<file path="src/rtl/tpu_result_drain_pkg.sv">
// Package shared by the result-drain datapath.
// Contents: drain FSM state encoding, default widths, the configuration field
// width, and helper functions for the signed saturation bounds.
package tpu_result_drain_pkg;

  localparam int DEF_ACC_WIDTH = 32;
  localparam int DEF_OUT_WIDTH = 8;
  localparam int SHIFT_WIDTH   = 5;

  typedef enum logic [0:0] {
    ST_IDLE   = 1'b0,
    ST_STREAM = 1'b1
  } drain_state_e;

  // Largest value representable in a signed field of width w.
  function automatic int sat_max_f(input int w);
    return (2 ** (w - 1)) - 1;
  endfunction

  // Most negative value representable in a signed field of width w.
  function automatic int sat_min_f(input int w);
    return -(2 ** (w - 1));
  endfunction

endpackage

</file>
<file path="src/rtl/tpu_result_drain_requant.sv">
// Combinational requantizer: x (signed ACC_WIDTH) -> y (signed OUT_WIDTH).
// Steps: round-half-up arithmetic right shift, optional ReLU, then saturation.
// All math is carried one bit wider than the accumulator, so adding the
// rounding constant can never overflow.
// Ports:
//   x_i     signed accumulator value
//   shift_i right-shift amount 0..31 (0 = pass through, no rounding)
//   relu_i  clamp negative results to zero
//   y_o     saturated signed result
module tpu_result_drain_requant
  import tpu_result_drain_pkg::*;
#(
  parameter int ACC_WIDTH = DEF_ACC_WIDTH,
  parameter int OUT_WIDTH = DEF_OUT_WIDTH
) (
  input  logic signed [ACC_WIDTH-1:0]   x_i,
  input  logic        [SHIFT_WIDTH-1:0] shift_i,
  input  logic                          relu_i,
  output logic signed [OUT_WIDTH-1:0]   y_o
);

  localparam int EW = ACC_WIDTH + 1;
  localparam logic signed [EW-1:0] SAT_MAX = EW'(sat_max_f(OUT_WIDTH));
  localparam logic signed [EW-1:0] SAT_MIN = EW'(sat_min_f(OUT_WIDTH));
  localparam logic signed [EW-1:0] ONE_E   = {{(EW-1){1'b0}}, 1'b1};

  logic signed [EW-1:0] xe_s;
  logic signed [EW-1:0] rnd_s;
  logic signed [EW-1:0] sum_s;
  logic signed [EW-1:0] sh_s;
  logic signed [EW-1:0] rl_s;

  // Round, shift, rectify and saturate one element.
  always_comb begin
    xe_s  = {x_i[ACC_WIDTH-1], x_i};
    rnd_s = ONE_E << (shift_i - 5'd1);
    sum_s = xe_s + rnd_s;
    if (shift_i == 5'd0) begin
      sh_s = xe_s;
    end else begin
      sh_s = sum_s >>> shift_i;
    end
    if (relu_i && (sh_s < $signed({EW{1'b0}}))) begin
      rl_s = {EW{1'b0}};
    end else begin
      rl_s = sh_s;
    end
    if (rl_s > SAT_MAX) begin
      y_o = SAT_MAX[OUT_WIDTH-1:0];
    end else if (rl_s < SAT_MIN) begin
      y_o = SAT_MIN[OUT_WIDTH-1:0];
    end else begin
      y_o = rl_s[OUT_WIDTH-1:0];
    end
  end

endmodule

</file>
<file path="src/rtl/tpu_result_drain.sv">
// Result drain: snapshots the SIZE x SIZE accumulator tile on capture,
// requantizes each element and streams them out in row-major order over a
// valid/ready handshake, sustaining one element per cycle.
// Ports:
//   clk, rst_n      clock; asynchronous active-low reset with synchronised release
//   capture         1-cycle pulse; takes the snapshot when idle
//   acc_flat        element (r,c) at [(r*SIZE+c)*ACC_WIDTH +: ACC_WIDTH]
//   shift_amt       requant shift, latched at capture
//   relu_en         requant ReLU enable, latched at capture
//   clear_overrun   clears the sticky overrun flag
//   out_valid/out_ready/out_data/out_index/out_last  output stream
//   busy            high while streaming
//   drain_done      1-cycle pulse after the final handshake
//   overrun         sticky: capture arrived while streaming
module tpu_result_drain
  import tpu_result_drain_pkg::*;
#(
  parameter int SIZE      = 4,
  parameter int ACC_WIDTH = DEF_ACC_WIDTH,
  parameter int OUT_WIDTH = DEF_OUT_WIDTH,
  parameter int IDX_WIDTH = 4
) (
  input  logic                          clk,
  input  logic                          rst_n,
  input  logic                          capture,
  input  logic [SIZE*SIZE*ACC_WIDTH-1:0] acc_flat,
  input  logic [SHIFT_WIDTH-1:0]        shift_amt,
  input  logic                          relu_en,
  input  logic                          clear_overrun,
  output logic                          out_valid,
  input  logic                          out_ready,
  output logic [OUT_WIDTH-1:0]          out_data,
  output logic [IDX_WIDTH-1:0]          out_index,
  output logic                          out_last,
  output logic                          busy,
  output logic                          drain_done,
  output logic                          overrun
);

  localparam int NUM = SIZE * SIZE;
  localparam int SNAP_W = NUM * ACC_WIDTH;
  localparam logic [IDX_WIDTH-1:0] IDX_ONE  = IDX_WIDTH'(1);
  localparam logic [IDX_WIDTH-1:0] IDX_LAST = IDX_WIDTH'(NUM - 1);

  drain_state_e                 state_q, state_d;
  logic [SNAP_W-1:0]            snap_q, snap_d;
  logic [SHIFT_WIDTH-1:0]       shift_q, shift_d;
  logic                         relu_q, relu_d;
  logic [IDX_WIDTH-1:0]         idx_q, idx_d;
  logic                         valid_q, valid_d;
  logic [OUT_WIDTH-1:0]         data_q, data_d;
  logic                         last_q, last_d;
  logic                         busy_q, busy_d;
  logic                         done_q, done_d;
  logic                         overrun_q, overrun_d;
  logic [1:0]                   rst_sync_q;

  logic [IDX_WIDTH-1:0]         next_idx_s;
  logic signed [ACC_WIDTH-1:0]  rq_x_s;
  logic [SHIFT_WIDTH-1:0]       rq_shift_s;
  logic                         rq_relu_s;
  logic signed [OUT_WIDTH-1:0]  rq_y_s;
  logic                         run_s;
  logic                         handshake_s;

  assign run_s       = rst_sync_q[1];
  assign next_idx_s  = idx_q + IDX_ONE;
  assign handshake_s = valid_q && out_ready;

  // Requantizer source: live inputs for element 0 while idle, otherwise the
  // snapshot element that the next handshake will present.
  always_comb begin
    if (state_q == ST_IDLE) begin
      rq_x_s     = acc_flat[ACC_WIDTH-1:0];
      rq_shift_s = shift_amt;
      rq_relu_s  = relu_en;
    end else begin
      rq_x_s     = snap_q[int'(next_idx_s) * ACC_WIDTH +: ACC_WIDTH];
      rq_shift_s = shift_q;
      rq_relu_s  = relu_q;
    end
  end

  tpu_result_drain_requant #(
    .ACC_WIDTH (ACC_WIDTH),
    .OUT_WIDTH (OUT_WIDTH)
  ) u_requant (
    .x_i     (rq_x_s),
    .shift_i (rq_shift_s),
    .relu_i  (rq_relu_s),
    .y_o     (rq_y_s)
  );

  // Next-state logic: FSM, snapshot, output registers and overrun flag.
  always_comb begin
    state_d   = state_q;
    snap_d    = snap_q;
    shift_d   = shift_q;
    relu_d    = relu_q;
    idx_d     = idx_q;
    valid_d   = valid_q;
    data_d    = data_q;
    last_d    = last_q;
    busy_d    = busy_q;
    done_d    = 1'b0;
    overrun_d = overrun_q;

    if (clear_overrun) begin
      overrun_d = 1'b0;
    end else begin
      overrun_d = overrun_q;
    end

    case (state_q)
      ST_IDLE: begin
        if (capture) begin
          snap_d  = acc_flat;
          shift_d = shift_amt;
          relu_d  = relu_en;
          idx_d   = {IDX_WIDTH{1'b0}};
          data_d  = rq_y_s;
          last_d  = (NUM == 1);
          valid_d = 1'b1;
          busy_d  = 1'b1;
          state_d = ST_STREAM;
        end else begin
          state_d = ST_IDLE;
        end
      end
      ST_STREAM: begin
        // Setting wins over a simultaneous clear.
        if (capture) begin
          overrun_d = 1'b1;
        end else begin
          overrun_d = overrun_d;
        end
        if (handshake_s && last_q) begin
          valid_d = 1'b0;
          last_d  = 1'b0;
          busy_d  = 1'b0;
          done_d  = 1'b1;
          state_d = ST_IDLE;
        end else if (handshake_s) begin
          idx_d  = next_idx_s;
          data_d = rq_y_s;
          last_d = (next_idx_s == IDX_LAST);
        end else begin
          state_d = ST_STREAM;
        end
      end
      default: begin
        state_d = ST_IDLE;
      end
    endcase

    // Hold everything in its reset value until reset release is synchronised.
    if (!run_s) begin
      state_d   = ST_IDLE;
      snap_d    = {SNAP_W{1'b0}};
      shift_d   = {SHIFT_WIDTH{1'b0}};
      relu_d    = 1'b0;
      idx_d     = {IDX_WIDTH{1'b0}};
      valid_d   = 1'b0;
      data_d    = {OUT_WIDTH{1'b0}};
      last_d    = 1'b0;
      busy_d    = 1'b0;
      done_d    = 1'b0;
      overrun_d = 1'b0;
    end else begin
      done_d = done_d;
    end
  end

  // Reset release synchroniser: assertion is immediate, release takes two edges.
  always_ff @(posedge clk or negedge rst_n) begin
    if (!rst_n) begin
      rst_sync_q <= 2'b00;
    end else begin
      rst_sync_q <= {rst_sync_q[0], 1'b1};
    end
  end

  // State and output registers.
  always_ff @(posedge clk or negedge rst_n) begin
    if (!rst_n) begin
      state_q   <= ST_IDLE;
      snap_q    <= {SNAP_W{1'b0}};
      shift_q   <= {SHIFT_WIDTH{1'b0}};
      relu_q    <= 1'b0;
      idx_q     <= {IDX_WIDTH{1'b0}};
      valid_q   <= 1'b0;
      data_q    <= {OUT_WIDTH{1'b0}};
      last_q    <= 1'b0;
      busy_q    <= 1'b0;
      done_q    <= 1'b0;
      overrun_q <= 1'b0;
    end else begin
      state_q   <= state_d;
      snap_q    <= snap_d;
      shift_q   <= shift_d;
      relu_q    <= relu_d;
      idx_q     <= idx_d;
      valid_q   <= valid_d;
      data_q    <= data_d;
      last_q    <= last_d;
      busy_q    <= busy_d;
      done_q    <= done_d;
      overrun_q <= overrun_d;
    end
  end

  assign out_valid  = valid_q;
  assign out_data   = data_q;
  assign out_index  = idx_q;
  assign out_last   = last_q;
  assign busy       = busy_q;
  assign drain_done = done_q;
  assign overrun    = overrun_q;

endmodule

</file>
<file path="config.mk">
export PLATFORM = sky130hd
export DESIGN_NAME = tpu_result_drain
export DESIGN_NICKNAME = d
export VERILOG_FILES = /design/src/rtl/tpu_result_drain_pkg.sv /design/src/rtl/tpu_result_drain_requant.sv /design/src/rtl/tpu_result_drain.sv
export SDC_FILE = /design/constraint.sdc
export NUM_CORES = 1
export LEC_CHECK = 0
export BUFFER_PORTS_ARGS = -buffer_cell sky130_fd_sc_hd__buf_2
export CORE_ASPECT_RATIO = 0.6
export CORE_UTILIZATION = 55
export DETAILED_ROUTE_END_ITERATION = 12
export PLACE_DENSITY = 0.83
export SKIP_LAST_GASP = 1
export SLEW_MARGIN = 20
export SYNTH_ARGS = -nofsm -noshare
export SYNTH_HDL_FRONTEND = slang
export SYNTH_SLANG_ARGS = --single-unit
export TNS_END_PERCENT = 1
</file>
<file path="constraint.sdc">
create_clock -name clk -period 12.65 [get_ports clk]
set_clock_uncertainty 0.15 [all_clocks]
set_input_delay 0.6325 -clock clk [delete_from_list [all_inputs] [get_ports clk]]
set_output_delay 0.6325 -clock clk [all_outputs]
set_load 0.1 [all_outputs]
</file>
### Word-level counts from Yosys, hierarchy flattened

Index checks and enable logic that the tools add are counted.

* bits in registers: 537
* logic and storage cells: 83
* input bits: 523
* output and inout bits: 17

* bitwise logic cells: 1
* multiplexer cells: 46
* shift-type cells: 3
* reduce and logical (&&, ||, !) cells: 8
* add/sub/neg operators: 3
* $lt $le $gt $ge: 3
* equal/unequal tests: 8

Operators by type and width (count)
* 2-to-1 mux 512 bit: 3
* indexed part select 512 x 10 -> 32 bit: 1
* 2-to-1 mux 33 bit: 2
* 2-to-1 mux 8 bit: 6
* adder 32 x 33 -> 33 bit: 1
* > comparator 33 x 8 -> 1 bit, second input constant: 1
* less-than comparator 33 x 1 -> 1 bit, second input constant: 1
* less-than comparator 33 x 8 -> 1 bit, second input constant: 1
* left shift 1 x 5 -> 33 bit, first input constant: 1
* >>> shifter 33 x 5 -> 33 bit: 1
* 2-to-1 mux 32 bit: 1
* 2-to-1 mux 1 bit: 21
* 2-to-1 mux 5 bit: 4
* 2-to-1 mux 4 bit: 4
* case mux 8 bit (2 select lines): 1
* case mux 4 bit (2 select lines): 1
* inequality test 3 x 2 -> 1 bit, second input constant: 2
* inequality test 3 bit, second input constant: 2
* case mux 1 bit (2 select lines): 3
* AND reduction 2 bit: 3
* logical NOT 5 bit: 1
* subtractor 5 x 1 -> 5 bit, second input constant: 1
* adder 4 x 1 -> 4 bit, second input constant: 1
* equality test 4 bit, second input constant: 1
* other kinds (5): 8

### Logic depth before layout (Yosys ltp)

* depth in word-level cells: 16
* mapped depth: 35
* depth with buffers taken out: 22

### By module

A second synthesis with hierarchy kept.

* cells, all modules: 2524
* area, all modules: 29660.9 um^2

By module, submodules not included
* tpu_result_drain: area an instance 23247.3 um^2, times used 1, sequential area each 13437.9 um^2, cells an instance 1541
* tpu_result_drain_requant: area an instance 6413.7 um^2, times used 1, sequential area each 0.0 um^2, cells an instance 983

### Worst setup path after synthesis

OpenSTA, ideal clock, no wires.

* path kind: reg2reg
* from: reg idx_q[0], in the netlist out_index[0]
* to: reg data_q[0], in the netlist out_data[0]
* buffers on the path: 13
* cell stages (with the launch flop): 34
* library setup time: 0.069 ns
* clock period less this slack: 9.995 ns
* arrival: 9.776 ns
* data required time: 12.431 ns
* setup slack: 2.655 ns
* path through: dfrtp_1 buf_2 buf_4 buf_4 buf_2 buf_2 buf_1 inv_1 ha_1 buf_2 buf_1 clkbuf_1 buf_1 buf_1 clkbuf_1 mux4_2 mux4_2 mux2_2 ha_1 buf_4 o211ai_1 a21oi_2 o21ai_2 o41ai_4 o31ai_4 or3_4 a32oi_4 o221ai_1 a211oi_1 nand2_1 a2111oi_0 nand3_1 o32ai_4 a221o_1

* cells in the longest elaborated chain, start to end: 16
* elaborated cells on any way between the ends: 18
* classes of those cells: 2 x add/sub; 3 x order compare; 2 x shift; 10 x mux; 1 x reduce/logical

RTL lines
* from (decl): line tpu_result_drain.sv:49 `logic [IDX_WIDTH-1:0] idx_q, idx_d;`
* from (signal assigned): line tpu_result_drain.sv:190 `idx_q <= {IDX_WIDTH{1'b0}};`
* from (signal assigned): line tpu_result_drain.sv:202 `idx_q <= idx_d;`
* adder 4 x 1 -> 4 bit (*): line tpu_result_drain.sv:67 `assign next_idx_s = idx_q + IDX_ONE;`
* indexed part select 512 x 10 -> 32 bit (*): line tpu_result_drain.sv:78 `rq_x_s = snap_q[int'(next_idx_s) * ACC_WIDTH +: ACC_WIDTH];`
* 2-to-1 mux 32 bit (*): line tpu_result_drain.sv:73 `if (state_q == ST_IDLE) begin`
* adder 32 x 33 -> 33 bit: line tpu_result_drain_requant.sv:37 `sum_s = xe_s + rnd_s;`
* >>> shifter 33 x 5 -> 33 bit: line tpu_result_drain_requant.sv:41 `sh_s = sum_s >>> shift_i;`
* 2-to-1 mux 33 bit (*): line tpu_result_drain_requant.sv:38 `if (shift_i == 5'd0) begin`
* less-than comparator 33 x 1 -> 1 bit: line tpu_result_drain_requant.sv:43 `if (relu_i && (sh_s < $signed({EW{1'b0}}))) begin`
* logical AND 1 bit: line tpu_result_drain_requant.sv:43
* 2-to-1 mux 33 bit (*): line tpu_result_drain_requant.sv:43
* less-than comparator 33 x 8 -> 1 bit: line tpu_result_drain_requant.sv:50 `end else if (rl_s < SAT_MIN) begin`
* 2-to-1 mux 8 bit: line tpu_result_drain_requant.sv:50
* 2-to-1 mux 8 bit (*): line tpu_result_drain_requant.sv:48 `if (rl_s > SAT_MAX) begin`
* 2-to-1 mux 8 bit: line tpu_result_drain.sv:143 `end else if (handshake_s) begin`
* 2-to-1 mux 8 bit: line tpu_result_drain.sv:137 `if (handshake_s && last_q) begin`
* case mux 8 bit (2 select lines) (*): line tpu_result_drain.sv:114 `case (state_q)`
* 2-to-1 mux 8 bit (*): line tpu_result_drain.sv:157 `if (!run_s) begin`
* to (signal assigned): line tpu_result_drain.sv:192 `data_q <= {OUT_WIDTH{1'b0}};`
* to (signal assigned): line tpu_result_drain.sv:204 `data_q <= data_d;`
* to (decl): line tpu_result_drain.sv:51 `logic [OUT_WIDTH-1:0] data_q, data_d;`

Every way passes the cells marked *; elsewhere a longest branch is shown, timed or not. The select of a mux whose other input is x is not followed.
A chain may end at the register's enable or synchronous reset.

### Final worst setup path

* from: reg idx_q[0], in the netlist out_index[0]
* to: reg data_q[5], in the netlist out_data[5]

Same word-level chain as after synthesis.

==> out/metrics.cfg <==
[outcome]
status=finished, final reports clean

[sta]
fmax_mhz=109.1
fin_worst_hold_slack_ns=0.09269
timing.final.setup_violations=0
finalCriticalPeriod_ns=9.169
hold_violations=0
fin_setup_tns_ns=0
worst_slew_pin_slew_ns=1.105
rsz0062_at_grt=false
max_slew_margin_pct=26.32
fin_crit_sh_pct=72.49
slew_violations=0

[global_route]
grt_max_degree=214
grt_pass1_vias=24450
grt.overflow.total=0
grtUsageTotal_pct=39.37
grt_pass1_wl_microns=155100
antenna_found_initial=40

[drt]
vias=25010
vias_per_cell=7.004
ant_nets=0
wl_per_cell_microns=29.48
drcViolationCount=0
drt-initial-drc-count=3003
finalWirelength_microns=105300
dr.pass1.iters=8

[synth]
synthesis.area_sq_um=28610
synth.area.mux_share_pct=15.08
synth_edf_count=0
netlist_instances=2390
synth.avg_cell_area_sq_um=11.97
ys.flop_type=dfrtp_1
synth_top_family_by_area=compound AO/OA/AOI/OAI gates
synth_cell_type_count=97
ys_warn_count=0
synthAdderAreaFrac_pct=1.557
ys_seq_elements=537
synth-simple-area-share_pct=7.092
synth_compound_area_share_pct=25.01
synthXorXnorAreaFrac_pct=0.8833
async_reset_ff_share_pct=100.0
synth.net_count=2948
seq_area_frac_synth_pct=46.96

[setup_path]
path_cells=inv_1 -> ha_4 -> buf_4 -> mux4_2 -> mux4_2 -> mux2_2 -> ha_1 -> o211ai_1 -> a21oi_2 -> o21ai_2 -> o41ai_4 -> o31ai_4 -> or3_4 -> a32oi_4 -> o221ai_1 -> a211oi_1 -> nand2_1 -> a2111oi_0 -> nand3_1 -> o32ai_4 -> a221o_1
critPathArrivalTime_ns=9.56
slowest_stage=ha_4
cpPeakStageDelay_ns=0.78
cp_max_fo=47
start_kind=register
crit_type=reg2reg
cp.required_ns=13.04
end_kind=register
crit_top_cell=mux4_2

[finish]
drive_above_1_share_pct=31.48
final_common_cell=buf_2
area.growth.synth_to_final_pct=17.04
layout.nets=3363
layout_common_cells=buf_2, dfrtp_1, a22o_1
stdcell_area_sq_um=33490
fin_util_pct=65.45

[placement]
place.detailed.hpwl_microns=76070
gp_congestion=1.048
place_area_sq_um=31730
port_buffers=539

[cts]
clk_latency_ns=0.61
cts_root_buffer=clkbuf_16
cts_buffer_depth=3
cts_max_level=2
cts_tree=built
postCtsSetupBuffers=0
clk_pin_slew_worst_paths_ns=0.07
cts-buffers-inserted=48
clock-sinks=537

[floorplan]
top_level_ports=540
fp.dieArea_sq_um=52970
start_util_pct=55.92
die_h_microns=178.7
core-area_sq_um=51170
die_x_microns=296.5
fp-row-count=64

[power_and_ir_drop]
ir_worst_vdd_mv=0.1093
power_density_nw_per_um2=127.9
power_leakage_nw=15.70

[run]
max_cap_viol_count=0

[hold_path]
hold_class=in2reg

==> routing by layer <==
metal / vias up / global-route usage, % / part of all wire (%)
met3: 248 / 12.01 / 12
met4: 14 / 14.13 / 3.4
li1: 10350 / - / -
met1: 12780 / 56.32 / 42
met5: - / 0 / 0.10
met2: 1620 / 56.84 / 43
==> final timing paths <==
check / startpoint / to / slack [ns] / cells past startpoint
hold reg to reg: rst_sync_q[0] / rst_sync_q[1] / 0.21 / 0
hold / removal: acc_flat[494] / snap_q[494] / 0.09 / 2
setup reg to reg: out_index[0] / out_data[5] / 3.48 / 21
setup / recovery: out_index[0] / out_data[5] / 3.48 / 21
max in group asynchronous: rst_n / snap_q[449] / 9.31 / 5
min in group asynchronous: rst_n / snap_q[468] / 0.50 / 2
==> synthesized netlist by cell type (15+ instances only) <==
master | number | area share (%)
a21o_1 | 19 | 0.50
o211ai_1 | 26 | 0.68
nor2_1 | 140 | 1.8
inv_1 | 19 | 0.25
buf_2 | 38 | 0.66
mux2i_1 | 39 | 1.4
o21ai_1 | 15 | 0.26
a21oi_1 | 68 | 1.2
ha_1 | 34 | 1.5
nor3_1 | 39 | 0.68
mux4_2 | 157 | 12
a211oi_1 | 19 | 0.50
a22o_1 | 520 | 16
nand2_1 | 129 | 1.7
o21ai_0 | 60 | 1.0
clkbuf_1 | 151 | 2.0
dfrtp_1 | 537 | 47
buf_1 | 23 | 0.30
a31oi_1 | 15 | 0.33
xor2_1 | 15 | 0.46
mux2_2 | 31 | 1.2
nand3_1 | 29 | 0.51
nand4_1 | 21 | 0.46
==> sequential cells by signal, indices dropped and copies added (netlist names) <==
signal	cells
drain_done	1
overrun	1
snap_q	512
out_data	8
relu_q	1
state_q	1
out_index	4
rst_sync_q	2
busy	1
shift_q	5
out_last	1
==> worst max-delay path, delay by kind of cell, from the launching register on <==
family          cells  cell delay (ns)
flops               1             0.62
fa+ha+maj           2             1.26
mux                 3             1.26
compound gates     11             4.16
buf+inv             2             0.81
simple gates        3             0.72
==> layout make-up <==
type | instances | area [sq um]
Fill cell | 3868 | 17680
Clock inverter | 17 | 239.0
Timing Repair Buffer | 584 | 3109
Multi-Input combinational cell | 1613 | 14270
Sequential cell | 537 | 13440
Clock buffer | 68 | 1386
Inverter | 21 | 78.83
Antenna cell | 38 | 95.09
Tap cell | 693 | 867.1
==> logic make-up after synthesis <==
logic type	count (synthesis)
AO/OA/AOI/OAI	882
flip-flops	537
AND/OR/NAND/NOR	437
buffers and inverters	240
multiplexers	230
adder cells (fa/ha/maj)	35
XOR/XNOR	28
other	1
==> report_power, final <==
group / total [W] / internal [W] / switching (W)
Sequential: 0.00189 / 0.00182 / 0.0000726
Clock: 0.00153 / 0.000852 / 0.000681
Combinational: 0.000861 / 0.000323 / 0.000539
Total: 0.00428 / 0.00299 / 0.00129
==> through the flow <==
| step | setup slack, ns | total power, W | cells |
|---|---|---|---|
| after global routing | 3.248 | 0.004417 | 3561 |
| final | 3.481 | 0.004285 | 3571 |
| after floorplan | 2.655 | 0.002400 | 2390 |
| after detailed placement | 3.718 | 0.002744 | 3446 |
| after global placement | 3.710 | 0.002734 | 3446 |
| after CTS | 3.739 | 0.004262 | 3532 |
==> timing repair <==
action | in CTS | in global routing
hold buffers | 1 | 0
hold endpoints to repair | 54 | 0
gates resized for setup | 0 | 0
(Power assumes the default switching activity.)
